## config.mk

```make
export PLATFORM = sky130hd
export DESIGN_NAME = operand_forward_stage
export DESIGN_NICKNAME = d
export VERILOG_FILES = /design/src/rtl/opfwd_pkg.sv /design/src/rtl/fwd_mux_sel.sv /design/src/rtl/operand_forward_stage.sv
export SDC_FILE = /design/constraint.sdc
export NUM_CORES = 1
export LEC_CHECK = 0
export ABC_CLOCK_PERIOD_IN_PS = 2900
export CAP_MARGIN = 5
export CORE_ASPECT_RATIO = 1.2
export CORE_MARGIN = 1
export CORE_UTILIZATION = 39
export DETAILED_ROUTE_END_ITERATION = 8
export PLACE_DENSITY = 0.82
export SYNTH_ARGS = -nofsm -noshare
export SYNTH_HDL_FRONTEND = slang
export SYNTH_SLANG_ARGS = --single-unit
```

## constraint.sdc

```tcl
create_clock -name iClk -period 2.9 [get_ports iClk]
set_input_delay 0.87 -clock iClk [delete_from_list [all_inputs] [get_ports iClk]]
set_output_delay 0.87 -clock iClk [all_outputs]
set_load 0.01 [all_outputs]
```

## src/rtl/opfwd_pkg.sv

```systemverilog
// Shared definitions for the operand forwarding stage: default widths,
// the hardwired-zero register index and the per-source forward select.
package opfwd_pkg;

    localparam int unsigned OPFWD_DATA_WIDTH = 32;
    localparam int unsigned OPFWD_ADDR_WIDTH = 5;
    localparam int unsigned STALL_CNT_WIDTH  = 32;

    // Register index that always reads as zero
    localparam int unsigned REG_ZERO = 0;

    // Where a source operand is taken from
    typedef enum logic [2:0] {
        FWD_ZERO = 3'd0,
        FWD_EX   = 3'd1,
        FWD_MEM  = 3'd2,
        FWD_WB   = 3'd3,
        FWD_RF   = 3'd4
    } fwd_sel_e;

endpackage : opfwd_pkg

```

## src/rtl/fwd_mux_sel.sv

```systemverilog
// Forward select and data mux for one source operand, plus its load-use flag.
//   iAddr/iEn              captured source index and "source used" flag
//   iRfData                register-file data for that index
//   iEx*/iMem*/iWb*        in-flight results from EX, MEM and WB
//   oFwdData_c             resolved operand (combinational)
//   oLoadUse_c             EX holds a load targeting this used source (combinational)
module fwd_mux_sel
    import opfwd_pkg::*;
#(
    parameter int unsigned DATA_WIDTH = OPFWD_DATA_WIDTH,
    parameter int unsigned ADDR_WIDTH = OPFWD_ADDR_WIDTH
) (
    input  logic [ADDR_WIDTH-1:0] iAddr,
    input  logic                  iEn,
    input  logic [DATA_WIDTH-1:0] iRfData,
    input  logic                  iExWe,
    input  logic                  iExIsLoad,
    input  logic [ADDR_WIDTH-1:0] iExAddr,
    input  logic [DATA_WIDTH-1:0] iExData,
    input  logic                  iMemWe,
    input  logic [ADDR_WIDTH-1:0] iMemAddr,
    input  logic [DATA_WIDTH-1:0] iMemData,
    input  logic                  iWbWe,
    input  logic [ADDR_WIDTH-1:0] iWbAddr,
    input  logic [DATA_WIDTH-1:0] iWbData,
    output logic [DATA_WIDTH-1:0] oFwdData_c,
    output logic                  oLoadUse_c
);

    fwd_sel_e sel;
    logic     addr_is_zero;
    logic     ex_is_zero;

    assign addr_is_zero = (iAddr   == ADDR_WIDTH'(REG_ZERO));
    assign ex_is_zero   = (iExAddr == ADDR_WIDTH'(REG_ZERO));

    // Youngest producer wins; EX load data is not ready yet so it never forwards
    always_comb begin
        sel = FWD_RF;
        if (addr_is_zero) begin
            sel = FWD_ZERO;
        end else if (iExWe && !iExIsLoad && (iExAddr == iAddr)) begin
            sel = FWD_EX;
        end else if (iMemWe && (iMemAddr == iAddr)) begin
            sel = FWD_MEM;
        end else if (iWbWe && (iWbAddr == iAddr)) begin
            sel = FWD_WB;
        end
    end

    always_comb begin
        oFwdData_c = iRfData;
        case (sel)
            FWD_ZERO: oFwdData_c = '0;
            FWD_EX:   oFwdData_c = iExData;
            FWD_MEM:  oFwdData_c = iMemData;
            FWD_WB:   oFwdData_c = iWbData;
            default:  oFwdData_c = iRfData;
        endcase
    end

    // Unused sources and r0 never stall
    assign oLoadUse_c = iEn && iExWe && iExIsLoad && !ex_is_zero && (iExAddr == iAddr);

endmodule : fwd_mux_sel

```

## src/rtl/operand_forward_stage.sv

```systemverilog
// Operand forwarding stage between the dual-read register file and execute.
// Captures read addresses, muxes register-file data against in-flight
// EX/MEM/WB results, detects load-use hazards and registers operands A/B.
// Optional stall-cycle counter enabled by defining OPFWD_STALL_CNT_EN.
//   iClk, iRst_n            clock, synchronous active-low reset
//   iValid, iAddrRead0/1,
//   iEnRead0/1              decode instruction and its source indices/uses
//   iDataRead0/1            register-file data, one cycle after the address
//   iEx*/iMem*/iWb*         in-flight writer results
//   iHold, iFlush           execute back-pressure, pipeline flush
//   oStall                  upstream must hold (combinational)
//   oValid, oOpA, oOpB      registered operands to execute
//   oStallCnt               stall-cycle count (zero when the counter is disabled)
module operand_forward_stage
    import opfwd_pkg::*;
#(
    parameter int unsigned DATA_WIDTH = OPFWD_DATA_WIDTH,
    parameter int unsigned ADDR_WIDTH = OPFWD_ADDR_WIDTH
) (
    input  logic                       iClk,
    input  logic                       iRst_n,
    input  logic                       iValid,
    input  logic [ADDR_WIDTH-1:0]      iAddrRead0,
    input  logic [ADDR_WIDTH-1:0]      iAddrRead1,
    input  logic                       iEnRead0,
    input  logic                       iEnRead1,
    input  logic [DATA_WIDTH-1:0]      iDataRead0,
    input  logic [DATA_WIDTH-1:0]      iDataRead1,
    input  logic                       iExWe,
    input  logic                       iExIsLoad,
    input  logic [ADDR_WIDTH-1:0]      iExAddr,
    input  logic [DATA_WIDTH-1:0]      iExData,
    input  logic                       iMemWe,
    input  logic [ADDR_WIDTH-1:0]      iMemAddr,
    input  logic [DATA_WIDTH-1:0]      iMemData,
    input  logic                       iWbWe,
    input  logic [ADDR_WIDTH-1:0]      iWbAddr,
    input  logic [DATA_WIDTH-1:0]      iWbData,
    input  logic                       iHold,
    input  logic                       iFlush,
    output logic                       oStall,
    output logic                       oValid,
    output logic [DATA_WIDTH-1:0]      oOpA,
    output logic [DATA_WIDTH-1:0]      oOpB,
    output logic [STALL_CNT_WIDTH-1:0] oStallCnt
);

    // Capture stage registers
    logic                  c_valid_q, c_valid_d;
    logic [ADDR_WIDTH-1:0] c_addr0_q, c_addr0_d;
    logic [ADDR_WIDTH-1:0] c_addr1_q, c_addr1_d;
    logic                  c_en0_q,   c_en0_d;
    logic                  c_en1_q,   c_en1_d;

    // Output registers
    logic                  o_valid_q, o_valid_d;
    logic [DATA_WIDTH-1:0] o_opa_q,   o_opa_d;
    logic [DATA_WIDTH-1:0] o_opb_q,   o_opb_d;

    logic [DATA_WIDTH-1:0] fwd_a_c;
    logic [DATA_WIDTH-1:0] fwd_b_c;
    logic                  load_use0_c;
    logic                  load_use1_c;
    logic                  hazard_c;
    logic                  stall_c;

    fwd_mux_sel #(
        .DATA_WIDTH (DATA_WIDTH),
        .ADDR_WIDTH (ADDR_WIDTH)
    ) u_fwd_a (
        .iAddr      (c_addr0_q),
        .iEn        (c_en0_q),
        .iRfData    (iDataRead0),
        .iExWe      (iExWe),
        .iExIsLoad  (iExIsLoad),
        .iExAddr    (iExAddr),
        .iExData    (iExData),
        .iMemWe     (iMemWe),
        .iMemAddr   (iMemAddr),
        .iMemData   (iMemData),
        .iWbWe      (iWbWe),
        .iWbAddr    (iWbAddr),
        .iWbData    (iWbData),
        .oFwdData_c (fwd_a_c),
        .oLoadUse_c (load_use0_c)
    );

    fwd_mux_sel #(
        .DATA_WIDTH (DATA_WIDTH),
        .ADDR_WIDTH (ADDR_WIDTH)
    ) u_fwd_b (
        .iAddr      (c_addr1_q),
        .iEn        (c_en1_q),
        .iRfData    (iDataRead1),
        .iExWe      (iExWe),
        .iExIsLoad  (iExIsLoad),
        .iExAddr    (iExAddr),
        .iExData    (iExData),
        .iMemWe     (iMemWe),
        .iMemAddr   (iMemAddr),
        .iMemData   (iMemData),
        .iWbWe      (iWbWe),
        .iWbAddr    (iWbAddr),
        .iWbData    (iWbData),
        .oFwdData_c (fwd_b_c),
        .oLoadUse_c (load_use1_c)
    );

    assign hazard_c = c_valid_q && (load_use0_c || load_use1_c);
    assign stall_c  = hazard_c || iHold;
    assign oStall   = stall_c;

    // Capture: a flush forces the edge through even while stalled
    always_comb begin
        c_valid_d = c_valid_q;
        c_addr0_d = c_addr0_q;
        c_addr1_d = c_addr1_q;
        c_en0_d   = c_en0_q;
        c_en1_d   = c_en1_q;
        if (iFlush || !stall_c) begin
            c_valid_d = iValid && !iFlush;
            c_addr0_d = iAddrRead0;
            c_addr1_d = iAddrRead1;
            c_en0_d   = iEnRead0;
            c_en1_d   = iEnRead1;
        end
    end

    // Output: flush > hold > load-use bubble > normal update
    always_comb begin
        o_valid_d = o_valid_q;
        o_opa_d   = o_opa_q;
        o_opb_d   = o_opb_q;
        if (iFlush) begin
            o_valid_d = 1'b0;
        end else if (iHold) begin
            o_valid_d = o_valid_q;
        end else if (hazard_c) begin
            o_valid_d = 1'b0;
        end else begin
            o_valid_d = c_valid_q;
            o_opa_d   = fwd_a_c;
            o_opb_d   = fwd_b_c;
        end
    end

    always_ff @(posedge iClk) begin
        if (!iRst_n) begin
            c_valid_q <= 1'b0;
            c_addr0_q <= '0;
            c_addr1_q <= '0;
            c_en0_q   <= 1'b0;
            c_en1_q   <= 1'b0;
            o_valid_q <= 1'b0;
            o_opa_q   <= '0;
            o_opb_q   <= '0;
        end else begin
            c_valid_q <= c_valid_d;
            c_addr0_q <= c_addr0_d;
            c_addr1_q <= c_addr1_d;
            c_en0_q   <= c_en0_d;
            c_en1_q   <= c_en1_d;
            o_valid_q <= o_valid_d;
            o_opa_q   <= o_opa_d;
            o_opb_q   <= o_opb_d;
        end
    end

    assign oValid = o_valid_q;
    assign oOpA   = o_opa_q;
    assign oOpB   = o_opb_q;

`ifdef OPFWD_STALL_CNT_EN
    // Free-running stall counter, wraps naturally
    logic [STALL_CNT_WIDTH-1:0] stall_cnt_q, stall_cnt_d;

    always_comb begin
        stall_cnt_d = stall_cnt_q;
        if (stall_c) begin
            stall_cnt_d = stall_cnt_q + STALL_CNT_WIDTH'(1);
        end
    end

    always_ff @(posedge iClk) begin
        if (!iRst_n) begin
            stall_cnt_q <= '0;
        end else begin
            stall_cnt_q <= stall_cnt_d;
        end
    end

    assign oStallCnt = stall_cnt_q;
`else
    assign oStallCnt = '0;
`endif

endmodule : operand_forward_stage

```

# Yosys cells after proc, flatten, opt, wreduce, memory -nomap -nowiden
# Index checks and enable logic that the tools add are counted.
# Widths: inputs -> output; s select.
dict set report classes {
  n_eq_ne 12
  muxes 11
  n_reduce_logical 31
  n_bitwise 4
}
# cell count
set ops {}
lappend ops {{$pmux 32 s4} 2}
lappend ops {{$eq 5x5->1} 6}
lappend ops {{$mux 3} 8}
lappend ops {{$logic_and 1x1->1} 17}
lappend ops {{$logic_not 5->1} 3}
lappend ops {{$eq 3x2->1 const B} 4}
lappend ops {{$eq 3x1->1 const B} 2}
lappend ops {{$logic_not 3->1} 2}
lappend ops {{$logic_not 1->1} 4}
lappend ops {{$not 1->1} 4}
lappend ops {{$logic_or 1x1->1} 3}
lappend ops {{$reduce_and 3->1} 1}
lappend ops {{$reduce_or 2->1} 1}
lappend ops {{$mux 1} 1}
dict set report totals {
  word_cells 66
  inputBits 196
  output_inout_bits 98
  reg_bits 78
}

# Depth between registers and ports, before layout
dict set report depth {
  depth_word 9
  depth_mapped 9
  ltp_nobuf 6
}

# Modules after synthesis
# A second synthesis with hierarchy kept.
dict set report unflattened {
  cells_unflattened 820
  hier_area_um2 6433.7
}
# module cells_per_inst n_inst seq_area_each_um2 area_each_um2
set by_module_without_submodules {}
lappend by_module_without_submodules {operand_forward_stage 374 1 1561.5 3348.2}
lappend by_module_without_submodules {fwd_mux_sel 223 2 0.0 1542.7}

# Worst setup path before layout
# Ideal clock, no wire load.
dict set report synth_timing {
  path_kind {input to output}
  startpoint {input port iExAddr[2]}
  endpoint {output port oStall}
  slack_ps 75
  n_path_buf 0
  required_ps 2030
  t_arrival_ps 1955
  stages 4
  path_cell_list {or3_1 > o311a_4 > and2_1 > a21o_1}
}
dict set report synth_via {
  elab_chain_len 7
  elab_cells_between_ends 11
  classes_between {eq/ne: 2; reduce/logical: 9}
}
# element line_no
set synth_lines {}
lappend synth_lines {{from (decl)} operand_forward_stage.sv:31} ;# input logic [ADDR_WIDTH-1:0] iExAddr,
lappend synth_lines {{$logic_not 5->1} fwd_mux_sel.sv:35} ;# assign ex_is_zero = (iExAddr == ADDR_WIDTH'(REG_ZERO));
lappend synth_lines {{$logic_not 1->1} fwd_mux_sel.sv:63} ;# assign oLoadUse_c = iEn && iExWe && iExIsLoad && !ex_is_zero && (iExAddr == iAddr);
lappend synth_lines {{$logic_and 1x1->1 (2 in series)} fwd_mux_sel.sv:63}
lappend synth_lines {{$logic_or 1x1->1 *} operand_forward_stage.sv:109} ;# assign hazard_c = c_valid_q && (load_use0_c || load_use1_c);
lappend synth_lines {{$logic_and 1x1->1 *} operand_forward_stage.sv:109}
lappend synth_lines {{$logic_or 1x1->1 *} operand_forward_stage.sv:110} ;# assign stall_c = hazard_c || iHold;
lappend synth_lines {{to (decl)} operand_forward_stage.sv:41} ;# output logic oStall,
# Mark *: on every way between the ends. The rest lies on a longest branch, timed or not.

# Worst setup path after layout
# Ends and elaborated chain as after synthesis.

==> flow_metrics.env <==
export IMPL_status="finished with violations"
export IMPL_violations="negative setup slack"
export IMPL_met2WireLength_mm=10.5
export IMPL_synth_most_common_cell="dfxtp_1"
export IMPL_crit_fanout=2
export IMPL_synth_commonest_cells="78 x dfxtp_1, 56 x nand2_1, 52 x nor2_1"
export IMPL_cts_hold_fix_buffers=0
export IMPL_cp_arrival_ns=2.07
export IMPL_synth_top_cells_by_area="dfxtp_1 30%, buf_4 5.1%, a21oi_1 4.9%"
export IMPL_avgRoutedWirePerCell_um=18.3
export IMPL_setup_viol=1
export IMPL_hold_violations=0
export IMPL_irDropWorstVdd_mv=0.261
export IMPL_tns_ns=-0.0351
export IMPL_synth_flop_cell="dfxtp_1"
export IMPL_post_route_drc_count=0
export IMPL_postLayoutCoreUtil_pct=66.5
export IMPL_synth_compound_area_share_pct=33.9
export IMPL_synthSimpleGateAreaFrac_pct=15.5
export IMPL_via_per_inst=5.44
export IMPL_std_cell_rows=45
export IMPL_top_layer="met4"
export IMPL_fillers=1034
export IMPL_die_h_um=128
export IMPL_cts_sinks=78
export IMPL_dieWidth_um=107
export IMPL_die_area_um2=13700
export IMPL_clk_latency_ns=0.33
export IMPL_nets=1140
export IMPL_fmax_mhz=341
export IMPL_clock_path_buffers=2
export IMPL_met3_length_mm=1.60
export IMPL_coreArea_um2=12800
export IMPL_io_pins=294
export IMPL_fin_crit_ns=2.94
export IMPL_ys_warn_count=0
export IMPL_p_leak_uw=0.00360
export IMPL_clk_pin_slew_ns=0.06
export IMPL_grt_start_max_net_pins=44
export IMPL_synth_avg_cell_area_um2=7.62
export IMPL_synth_top_family_by_area="compound AO/OA/AOI/OAI gates"
export IMPL_grt_pass1_wl_mm=30.8
export IMPL_ys_types=50
export IMPL_synth_top_area_share_pct=30.3
export IMPL_grt_overflow=0
export IMPL_maxCapViolations=0
export IMPL_skew_ns=0.00423
export IMPL_start_util_pct=40.3
export IMPL_syn_inst=676
export IMPL_drive_gt1_share_pct=11.2
export IMPL_hpwl_mm=15.3
export IMPL_slew_violations=0
export IMPL_cp_data_required_time_ns=2.03
export IMPL_netlist_area_um2=5150
export IMPL_end_kind="primary output"
export IMPL_crit_path_start_kind="input port"
export IMPL_grt_use_total_pct=29.4
export IMPL_drt_pre_antenna_iters=7
export IMPL_htree_levels=3
export IMPL_yosysSeqAreaShare_pct=30.3
export IMPL_p_per_area_nw_per_um2=384
export IMPL_hold_class="register to register"
export IMPL_vias=6051
export IMPL_cts_tree="built"
export IMPL_drtIter0Drc=400
export IMPL_numCtsBuffers=9
export IMPL_root_buffer="clkbuf_16"
export IMPL_drt_total_wl_mm=20.4
export IMPL_synth_area_mux_share_pct=2.33
export IMPL_rsz0062_at_grt="yes"
export IMPL_crit_type="input port to primary output"
export IMPL_preCtsSetupSlack_ns=-0.824
export IMPL_period_share_pct=101
export IMPL_first_global_vias=5785
export IMPL_ys_ff_latch=78
export IMPL_synthAdderAreaFrac_pct=0
export IMPL_synth_enable_flop_cells=0
export IMPL_postRouteAntennaNets=0
export IMPL_synthXorXnorAreaFrac_pct=5.10
export IMPL_async_flop_share_pct=0
export IMPL_routabilityCongestion=0.942
export IMPL_fin_ws_ns=-0.0351
export IMPL_wl_met1_mm=7.67
export IMPL_antenna_cells=0
export IMPL_areaGrowthSynthToFinish_pct=64.8
export IMPL_synth_area_leader_cell="dfxtp_1"
export IMPL_io_buffers=261
export IMPL_antenna_found_initial=0
==> final cells by class <==
class / count / area [µm²] / area share (%)
Timing Repair Buffer: 319 / 3190 / 37.6
Multi-Input combinational cell: 503 / 3140 / 37.0
Sequential cell: 78 / 1560 / 18.4
Clock buffer: 14 / 264 / 3.11
Tap cell: 164 / 205 / 2.42
Inverter: 33 / 124 / 1.46
Clock inverter: 1 / 5.00 / 0.0589
==> per-stage QoR <==
step	power, µW	hold slack (ns)	cell area [µm²]	cells
after detailed placement	2200	0.438	8180	1095
after floorplan	1640	0.470	5270	707
final	3260	0.443	8490	1112
after global placement	2190	0.432	8180	1095
after global routing	3400	0.461	8490	1112
after CTS	3270	0.445	8470	1111
==> worst max-delay path, cell delays in order <==
cell and delay [ns]:
buf_6 0.09, or3_4 0.37, o311a_4 0.31, and2_4 0.14
a21o_1 0.14, buf_2 0.13
==> placed cells by master (no fill, tap or decap), types with 3 or more instances in the layout <==
cell,instances
mux2i_1,12
xor2_1,11
nor3_1,33
o21ai_0,18
inv_1,33
o22ai_1,33
buf_4,45
a21oi_1,49
nand4_1,4
clkbuf_16,9
a21o_1,16
o211a_1,16
buf_12,13
dfxtp_1,78
a22o_1,17
o21ai_1,46
clkdlybuf4s50_1,255
nand2_1,56
xnor2_1,16
conb_1,32
o31ai_1,6
clkbuf_1,3
xor2_2,3
o31ai_2,10
a211oi_1,32
nor2_1,52
nor2b_1,13
==> cell families (layout without fill, tap and decap cells) <==
| kind of cell | Yosys count | in the layout |
|---|---|---|
| and+or+nand+nor | 175 | 175 |
| DFF | 78 | 78 |
| muxes | 12 | 12 |
| buffers and inverters | 126 | 367 |
| AOI/OAI and AO/OA | 254 | 254 |
| xor gates and xnor gates | 30 | 30 |
| other | 1 | 32 |
==> power by group <==
part	switching [µW]	internal, µW
registers	46.3	1140
logic	458	548
clock network	441	622
==> path summary, 6_finish.rpt <==
check	slack, ns	start	cells past startpoint	endpoint
worst max-delay path	-0.04	iExAddr[2]	6	oStall
worst min-delay path	0.44	oOpA[20]	2	oOpA[20]
worst max register to register	0.67	c_addr0_q[4]	7	oOpA[23]
worst min register to register	0.44	oOpA[20]	2	oOpA[20]
==> state kept, by name, indices dropped and copies added, names as in the netlist <==
signal and count:
c_addr1_q 5, oOpB 32, c_valid_q 1, c_en0_q 1, c_en1_q 1, oOpA 32, oValid 1, c_addr0_q 5
==> per-layer routing <==
metal  GRT usage, %  up-vias
met5              0        -
met4           12.0        0
met3           7.73       42
met2           53.6      299
met1           32.0     2840
li1               -     2870
==> what timing repair did <==
item	CTS	global route
endpoints found under the setup margin	1	1
resized for setup	24	8
buffers inserted	1	1
pin swaps	4	3
(Power assumes the default switching activity.)
